==> src/rtl/dma_desc_sched.sv <==
// dma_desc_sched: round-robin multi-channel descriptor scheduler feeding a single DMA engine
// Ports: push_valid_i/push_desc_i/push_ready_o fill the per-channel descriptor FIFOs;
//        eng_valid_o/eng_ready_i/eng_desc_o/eng_ch_o issue one descriptor to the engine;
//        eng_done_i/eng_err_i report completion; clr_i is W1C for the sticky status;
//        ch_active_o/ch_done_o/ch_err_o/err_info_o/irq_o expose per-channel status.
package dma_desc_pkg;
    localparam int AddrWidth = 32;
    localparam int StrbWidth = 4;
    localparam int OffsetWidth = $clog2(StrbWidth);
    typedef enum logic [1:0] {DMA_NO_ERR, DMA_AXI_RD_ERR, DMA_AXI_WR_ERR, DMA_UNALIGNED_ERR} dma_err_src_e;
    typedef struct packed {
        logic [AddrWidth-1:0] src_addr;
        logic [AddrWidth-1:0] dst_addr;
        logic [31:0]          num_bytes;
    } s_dma_desc_t;
    typedef struct packed {
        logic                 valid;
        dma_err_src_e         src;
        logic [AddrWidth-1:0] addr;
    } s_dma_error_t;
endpackage

module dma_desc_sched
    import dma_desc_pkg::*;
#(
    parameter int NUM_CH = 4,
    parameter int DESC_DEPTH = 4,
    parameter int ALIGN_CHECK = 1,
    localparam int CW = (NUM_CH > 1) ? $clog2(NUM_CH) : 1,
    localparam int PW = $clog2(DESC_DEPTH),
    localparam int DW = $bits(s_dma_desc_t)
) (
    input  logic                 clk,
    input  logic                 rst,
    input  logic [NUM_CH-1:0]    push_valid_i,
    input  logic [NUM_CH*DW-1:0] push_desc_i,
    output logic [NUM_CH-1:0]    push_ready_o,
    output logic                 eng_valid_o,
    input  logic                 eng_ready_i,
    output s_dma_desc_t          eng_desc_o,
    output logic [CW-1:0]        eng_ch_o,
    input  logic                 eng_done_i,
    input  s_dma_error_t         eng_err_i,
    input  logic [NUM_CH-1:0]    clr_i,
    output logic [NUM_CH-1:0]    ch_active_o,
    output logic [NUM_CH-1:0]    ch_done_o,
    output logic [NUM_CH-1:0]    ch_err_o,
    output s_dma_error_t         err_info_o,
    output logic                 irq_o
);
    typedef enum logic [1:0] {IDLE, ISSUE, WAIT} state_e;
    state_e               r_state, w_state_nx;
    s_dma_desc_t          r_mem [NUM_CH][DESC_DEPTH];
    logic [PW-1:0]        r_wp [NUM_CH];
    logic [PW-1:0]        r_rp [NUM_CH];
    logic [PW:0]          r_cnt [NUM_CH];
    logic [CW-1:0]        r_ptr, w_ptr_nx, r_ch, w_g;
    logic [CW:0]          w_k;
    s_dma_desc_t          r_desc, w_head;
    logic [NUM_CH-1:0]    r_done, r_err, w_elig, w_push, w_pop, w_flush, w_set_done, w_set_err;
    logic [AddrWidth-1:0] r_err_addr, w_err_addr;
    dma_err_src_e         r_err_src, w_err_src;
    logic                 w_any, w_err_ld, w_ld_desc, w_src_bad, w_dst_bad;

    // a halted channel (sticky error) neither accepts pushes nor competes for the engine
    always_comb begin
        for (int c = 0; c < NUM_CH; c++) begin
            w_elig[c] = (r_cnt[c] != '0) && !r_err[c];
            push_ready_o[c] = (r_cnt[c] < (PW+1)'(DESC_DEPTH)) && !r_err[c];
            w_push[c] = push_valid_i[c] && push_ready_o[c];
            ch_active_o[c] = (r_cnt[c] != '0) || (r_state != IDLE && r_ch == CW'(c));
        end
    end

    // scan downwards so the eligible channel closest to r_ptr is the one left in w_g
    always_comb begin
        w_any = 1'b0;
        w_g = '0;
        w_k = '0;
        for (int i = NUM_CH - 1; i >= 0; i--) begin
            w_k = {1'b0, r_ptr} + (CW+1)'(i);
            if (w_k >= (CW+1)'(NUM_CH)) w_k = w_k - (CW+1)'(NUM_CH);
            if (w_elig[w_k[CW-1:0]]) begin
                w_any = 1'b1;
                w_g = w_k[CW-1:0];
            end
        end
    end

    assign w_head = r_mem[w_g][r_rp[w_g]];
    assign w_src_bad = (ALIGN_CHECK != 0) && (w_head.src_addr[OffsetWidth-1:0] != '0);
    assign w_dst_bad = (ALIGN_CHECK != 0) && (w_head.dst_addr[OffsetWidth-1:0] != '0);

    always_comb begin
        w_state_nx = r_state;
        w_ptr_nx = r_ptr;
        w_pop = '0;
        w_flush = '0;
        w_set_done = '0;
        w_set_err = '0;
        w_err_ld = 1'b0;
        w_err_addr = r_err_addr;
        w_err_src = r_err_src;
        w_ld_desc = 1'b0;
        case (r_state)
            IDLE: if (w_any) begin
                w_pop[w_g] = 1'b1;
                w_ptr_nx = (w_g == CW'(NUM_CH - 1)) ? '0 : w_g + 1'b1;
                if (w_head.num_bytes == '0) begin
                    w_set_done[w_g] = 1'b1;
                end else if (w_src_bad || w_dst_bad) begin
                    w_flush[w_g] = 1'b1;
                    w_set_err[w_g] = 1'b1;
                    w_err_ld = 1'b1;
                    w_err_src = DMA_UNALIGNED_ERR;
                    w_err_addr = w_src_bad ? w_head.src_addr : w_head.dst_addr;
                end else begin
                    w_ld_desc = 1'b1;
                    w_state_nx = ISSUE;
                end
            end
            ISSUE: w_state_nx = eng_ready_i ? WAIT : ISSUE;
            WAIT: if (eng_err_i.valid) begin
                w_flush[r_ch] = 1'b1;
                w_set_err[r_ch] = 1'b1;
                w_err_ld = 1'b1;
                w_err_src = eng_err_i.src;
                w_err_addr = eng_err_i.addr;
                w_state_nx = IDLE;
            end else if (eng_done_i) begin
                w_set_done[r_ch] = 1'b1;
                w_state_nx = IDLE;
            end
            default: w_state_nx = IDLE;
        endcase
    end

    always_ff @(posedge clk) begin
        for (int c = 0; c < NUM_CH; c++)
            if (w_push[c]) r_mem[c][r_wp[c]] <= push_desc_i[c*DW +: DW];
    end

    // a flush drops everything queued, including a push landing on the same edge
    always_ff @(posedge clk) begin
        if (rst) begin
            r_state <= IDLE;
            r_ptr <= '0;
            r_ch <= '0;
            r_desc <= '0;
            r_done <= '0;
            r_err <= '0;
            r_err_addr <= '0;
            r_err_src <= DMA_NO_ERR;
            for (int c = 0; c < NUM_CH; c++) begin
                r_wp[c] <= '0;
                r_rp[c] <= '0;
                r_cnt[c] <= '0;
            end
        end else begin
            r_state <= w_state_nx;
            r_ptr <= w_ptr_nx;
            if (w_ld_desc) begin
                r_desc <= w_head;
                r_ch <= w_g;
            end
            r_done <= w_set_done | (r_done & ~clr_i);
            r_err <= w_set_err | (r_err & ~clr_i);
            if (w_err_ld) begin
                r_err_addr <= w_err_addr;
                r_err_src <= w_err_src;
            end
            for (int c = 0; c < NUM_CH; c++) begin
                if (w_flush[c]) begin
                    r_rp[c] <= r_wp[c];
                    r_cnt[c] <= '0;
                end else begin
                    if (w_push[c]) r_wp[c] <= r_wp[c] + 1'b1;
                    if (w_pop[c]) r_rp[c] <= r_rp[c] + 1'b1;
                    r_cnt[c] <= r_cnt[c] + (PW+1)'(w_push[c]) - (PW+1)'(w_pop[c]);
                end
            end
        end
    end

    assign eng_valid_o = (r_state == ISSUE);
    assign eng_desc_o = r_desc;
    assign eng_ch_o = r_ch;
    assign ch_done_o = r_done;
    assign ch_err_o = r_err;
    assign err_info_o = '{valid: |r_err, src: r_err_src, addr: r_err_addr};
    assign irq_o = |(r_done | r_err);
endmodule

==> config.mk <==
export PLATFORM = sky130hd
export DESIGN_NAME = dma_desc_sched
export DESIGN_NICKNAME = d
export VERILOG_FILES = /design/src/rtl/dma_desc_sched.sv
export SDC_FILE = /design/constraint.sdc
export NUM_CORES = 2
export LEC_CHECK = 0
export ABC_CLOCK_PERIOD_IN_PS = 4670
export CELL_PAD_IN_SITES_DETAIL_PLACEMENT = 1
export CELL_PAD_IN_SITES_GLOBAL_PLACEMENT = 1
export CORE_MARGIN = 1
export CORE_UTILIZATION = 35
export CTS_BUF_LIST = sky130_fd_sc_hd__clkbuf_16
export DETAILED_ROUTE_END_ITERATION = 7
export DONT_BUFFER_PORTS = 1
export MAX_ROUTING_LAYER = met4
export PLACE_DENSITY = 0.61
export SYNTH_ARGS = -nofsm -noshare
export SYNTH_HDL_FRONTEND = slang
export SYNTH_SLANG_ARGS = --single-unit
==> constraint.sdc <==
create_clock -name clk -period 4.67 [get_ports clk]
set_input_delay 0.467 -clock clk [delete_from_list [all_inputs] [get_ports clk]]
set_output_delay 0.467 -clock clk [all_outputs]
set_load 0.02 [all_outputs]
Yosys cells after proc, flatten, opt, wreduce, memory -nomap -nowiden
Memories as Yosys holds them, arrays and structs flattened.
Index checks and enable logic that the tools add are counted.

word-level totals
  register bits after elaboration = 144
  bits in latches = 0
  RAM bits = 1564
  ROM bits = 0
  bits of input ports = 431
  output and inout bits = 151
  logic and storage cells = 310
  memories kept = 4

memories
  memory  words  width  rd ports  clocked after memory_dff  write ports  line  source
  r_mem   4      384    1         0                         4            53    s_dma_desc_t r_mem [NUM_CH][DESC_DEPTH];
  r_cnt   4      3      4         0                         4            56    logic [PW:0] r_cnt [NUM_CH];
  r_rp    4      2      5         0                         4            55    logic [PW-1:0] r_rp [NUM_CH];
  r_wp    4      2      4         0                         4            54    logic [PW-1:0] r_wp [NUM_CH];

cells by class
  add/subtract/negate cells = 24
  multipliers = 0
  divide/modulo/power cells = 0
  order comparisons = 25
  equal/unequal tests = 12
  shift-type cells = 0
  multiplexer cells = 157
  bitwise logic cells = 31
  reduce and logical (&&, ||, !) cells = 47

operator list
  cell                                                                   number
  384-bit 2-to-1 mux                                                     4
  96-bit demux with 2-bit select                                         4
  96-bit 2-to-1 mux                                                      6
  96-bit binary-select mux with 2-bit select                             1
  32-bit 2-to-1 mux                                                      5
  1-bit 2-to-1 mux                                                       76
  32-bit case mux with 2 select lines                                    1
  2-bit 2-to-1 mux                                                       31
  4-bit 2-to-1 mux                                                       10
  32-bit zero test                                                       1
  3-bit greater-or-equal comparator (second input constant)              8
  3-bit 2-to-1 mux                                                       8
  1-bit logical AND                                                      22
  1-bit OR                                                               20
  2-bit by 1-bit adder with 2-bit output (second input constant)         9
  2-bit by 3-bit < comparator with 1-bit output (second input constant)  6
  4-bit case mux with 2 select lines                                     2
  2-bit NOT with 3-bit output                                            5
  3-bit by 1-bit adder with 3-bit output                                 4
  3-bit by 1-bit < comparator with 1-bit output (second input constant)  4
  3-bit < comparator (second input constant)                             4
  4-bit OR                                                               3
  3-bit nonzero test                                                     4
  3-bit by 1-bit subtractor with 3-bit output                            4
  24 further kinds                                                       54

Depth between registers and ports, before layout
An unclocked memory read counts as a cell.

  depth in word-level cells = 25
  gate-level depth with buffers = 24
  mapped depth without buffers = 15

Worst setup path after synthesis
OpenSTA, ideal clock, no wires.

  path kind = register -> register
  from = mem r_cnt[3][1] (netlist bit)
  to = mem r_cnt[0][2] (netlist bit), data pin
  setup time = 255 ps
  arrival time = 4804 ps
  data required time = 4415 ps
  setup slack = -389 ps
  cell stages (with the launch flop) = 24
  buffers on the path = 8
  clock period less this slack = 5059 ps
  cells stage by stage = edfxtp_1 -> nor3_1 -> nor2_1 -> o2111ai_2 -> nand2_2 -> inv_2 -> buf_2 -> buf_2 -> buf_2 -> buf_2 -> clkbuf_1 -> clkbuf_1 -> clkbuf_1 -> ha_1 -> and2_0 -> clkbuf_1 -> ha_1 -> inv_1 -> ha_1 -> inv_1 -> fa_1 -> xnor2_1 -> xnor2_1 -> and3_1

RTL lines
  element          line
  start, declared  56

==> insert_results.sql <==
INSERT INTO impl_metrics (metric_group, metric, value, unit) VALUES
('cts', 'numCtsBuffers', '185', ''),
('timing', 'finalSetupViolations', '171', ''),
('synthesis', 'gate_count_of_the_mapped_netlist', '5137', ''),
('timing', 'final.period_utilization', '109', '%'),
('timing', 'slew_headroom', '18.9', '%'),
('grt', 'grt.busiest_layer', 'met2', ''),
('cells_and_area', 'layout.nets', '6362', ''),
('status', 'run_status', 'finished, violations left', ''),
('floorplanning', 'fp.dieArea', '200000', 'sq um'),
('synthesis', 'seq_area_frac_synth', '71.8', '%'),
('floorplanning', 'fp.coreArea', '197000', 'sq um'),
('grt', 'groute.layer.met2.usage', '46.7', '%'),
('route', 'drc', '0', ''),
('floorplanning', 'die-width', '447', 'um'),
('route', 'detailroute.via_count', '50073', ''),
('route', 'vias_per_std_cell', '5.71', ''),
('grt', 'via_count_of_the_first_global_routing_pass', '52080', ''),
('hold_path', 'hold_path_class', 'in -> reg', ''),
('synthesis', 'netlist.area_leader.share', '67.6', '%'),
('cells_and_area', 'most_common_library_cell_in_the_layout_ignoring_fill_and_taps', 'sky130_fd_sc_hd__edfxtp_1', ''),
('cts', 'clock_transition_at_the_registers_of_the_reported_paths', '70', 'ps'),
('route', 'wl_per_cell', '31.8', 'um'),
('route', 'detailedRoute.firstPassIterationCount', '5', ''),
('setup_path', 'timing.critical_path.slowest_cell_delay', '630', 'ps'),
('synthesis', 'avgSynthCellArea', '13.5', 'sq um'),
('setup_path', 'crit_type', 'reg -> reg', ''),
('setup_path', 'crit_arrival', '5820', 'ps'),
('place', 'port_buffers', '0', ''),
('cts', 'cts-htree-levels', '4', ''),
('route', 'postRouteAntennaNets', '0', ''),
('grt', 'wire_length_of_the_first_global_routing_pass', '387', 'mm'),
('setup_path', 'cp_slowest_cell', 'sky130_fd_sc_hd__or4_4', ''),
('place', 'gp_congestion', '0.849', ''),
('grt', 'grt_max_degree', '195', ''),
('setup_path', 'crit_path_max_fanout', '15', ''),
('synthesis', 'synth.cell_area', '69500', 'sq um'),
('timing', 'totalNegativeSetupSlack', '-47730', 'ps'),
('cts', 'clockRootBuffer', 'sky130_fd_sc_hd__clkbuf_16', ''),
('cells_and_area', 'flow.area_growth_from_synthesis', '29.0', '%'),
('timing', 'timing_hold_violations_final', '0', ''),
('floorplanning', 'die_extent_in_y', '447', 'um'),
('grt', 'grt-ovfl-total', '0', ''),
('synthesis', 'netlist.top_cell.by_area', 'sky130_fd_sc_hd__edfxtp_1', ''),
('cells_and_area', 'layout.cells.most_common_list', '1,564 x sky130_fd_sc_hd__edfxtp_1, 1,051 x sky130_fd_sc_hd__nand2_1, 472 x sky130_fd_sc_hd__dlygate4sd3_1, 415 x sky130_fd_sc_hd__nand3_1, 345 x sky130_fd_sc_hd__buf_4', ''),
('cts', 'clockBufferDepth', '3', ''),
('timing', 'timing.final.crit_period', '5080', 'ps'),
('setup_path', 'setup.worst_path.start_class', 'flip-flop', ''),
('timing', 'setup_ws', '-408', 'ps'),
('synthesis', 'yosys-top-cells-area', 'sky130_fd_sc_hd__edfxtp_1 68%, sky130_fd_sc_hd__nand2_1 5.7%, sky130_fd_sc_hd__dfxtp_1 4.2%', ''),
('setup_path', 'worst-endpoint-required', '5420', 'ps'),
('synthesis', 'count_of_cell_types_in_the_netlist', '65', ''),
('setup_path', 'crit_path_cell_trace', 'nor3_2 -> buf_4 -> nor2_2 -> o2111ai_4 -> buf_12 -> nand2_8 -> buf_12 -> buf_16 -> buf_4 -> buf_16 -> a211oi_2 -> a31oi_1 -> a211oi_2 -> o22ai_1 -> or4_4 -> or4_4 -> nand3_4 -> buf_12 -> buf_12 -> mux2_1', ''),
('place', 'post-dp-hpwl', '163', 'mm'),
('floorplanning', 'top_ports', '582', ''),
('floorplanning', 'placementRows', '163', ''),
('status', 'violated_checks', 'negative setup slack', ''),
('cts', 'cts_num_sinks', '1708', ''),
('cts', 'clk-insertion-delay-late', '870', 'ps'),
('setup_path', 'critical_path.most_common_cell', 'sky130_fd_sc_hd__buf_12', ''),
('cts', 'cts_tree', 'yes', ''),
('floorplanning', 'initial_utilization', '35.2', '%'),
('synthesis', 'synth-main-ff-cell', 'sky130_fd_sc_hd__edfxtp_1', ''),
('timing', 'report.final.slew_viol_count', '0', ''),
('route', 'wl', '279', 'mm'),
('synthesis', 'ys_async_sr_fraction', '0', '%'),
('grt', 'total_track_usage', '27.7', '%'),
('route', 'detail_route.iter0.violations', '4571', ''),
('timing', 'fmax', '0.197', 'GHz'),
('timing', 'grt_setup_unrepaired', 'true', ''),
('synthesis', 'synth-edff-count', '1564', ''),
('timing', 'worst_slew_pin_slew', '1220', 'ps');
## critical path: cells and delay by family (launching register included)
kind | cells | cell delay, ps
compound gates | 5 | 1110
buf+inv | 8 | 1310
flops | 1 | 410
mux | 1 | 340
simple gates | 6 | 1720
## layer usage
metal / share of wire, % / wire length, um / vias to the layer above
li1: - / - / 21234
met1: 38 / 106000 / 26053
met2: 50 / 141000 / 2138
met3: 6.6 / 18300 / 648
met4: 4.9 / 13600 / 0
met5: 0 / 0 / -
## cells in the mapped netlist, drive strengths merged, types with 12 or more instances
master,instances
edfxtp,1564
nand2,1058
nand3,420
clkbuf,305
and3,253
a211oi,229
dfxtp,144
mux2i,131
buf,108
a221oi,98
a311oi,94
nor2,80
a31oi,68
o211ai,66
nor2b,65
mux2,63
a31o,62
nand2b,35
a311o,34
o311ai,32
o41ai,32
inv,30
ha,25
o22ai,17
nor3,12
## state kept, by name, summed over array words and instances, names as in the netlist, 4 cells and up
| name | cells |
|---|---|
| ch_done_o | 4 |
| ch_err_o | 4 |
| eng_desc_o | 96 |
| r_cnt | 12 |
| r_err_addr | 32 |
| r_mem | 1536 |
| r_rp | 8 |
| r_wp | 8 |
## cell families (layout without fill, tap and decap cells)
logic type	Yosys count	after routing	synth area share, %
and+or+nand+nor	1966	1966	12.9
DFF	1708	1708	71.8
AOI/OAI and AO/OA	784	784	9.11
buffers and inverters	443	1358	2.55
muxes	194	194	2.91
adders and majority gates	29	29	0.566
xor gates and xnor gates	12	12	0.151
other	1	81	0.00540
## final timing paths
path	from	end	slack (ps)	cells past startpoint
worst max-delay path	r_cnt[1][0]	eng_desc_o[46]	-410	20
worst min register to register	r_err_addr[31]	r_err_addr[31]	560	2
worst max register to register	r_cnt[1][0]	eng_desc_o[46]	-410	20
worst min-delay path	eng_err_i[34]	ch_done_o[3]	30	3
## what timing repair did
| item | 4_1_cts | 5_1_grt |
|---|---|---|
| endpoints found under the setup margin | 177 | 177 |
| gates resized for setup | 303 | 64 |
| hold buffers | 467 | 6 |
| setup buffers | 61 | 42 |
| hold endpoints to repair | 1709 | 59 |
| gates cloned | 22 | 9 |
| pin swaps | 68 | 55 |
## cell type report
class | count | area [sq um]
sequential | 1708 | 49800
fill | 19833 | 108000
inverter | 30 | 138
timing repair buffer | 980 | 10700
antenna | 69 | 173
tap | 2640 | 3300
clock inverter | 163 | 1270
multi-input combinational | 2997 | 19600
clock buffer | 185 | 4630
## stage by stage
stage          instances  util [%]  hold WS (ps)  instance area (sq um)
6_report            8772      45.4          29.8                  89600
5_1_grt             8763      45.4          6.53                  89600
4_1_cts             8652      44.9          -260                  88500
3_5_place_dp        7756      38.1           559                  75200
3_3_place_gp        7756      38.1           549                  75200
2_1_floorplan       5148         -           474                  69500
Power is not shown: default switching activity piles up to over one toggle a cycle in this logic, so the estimate is an artifact.
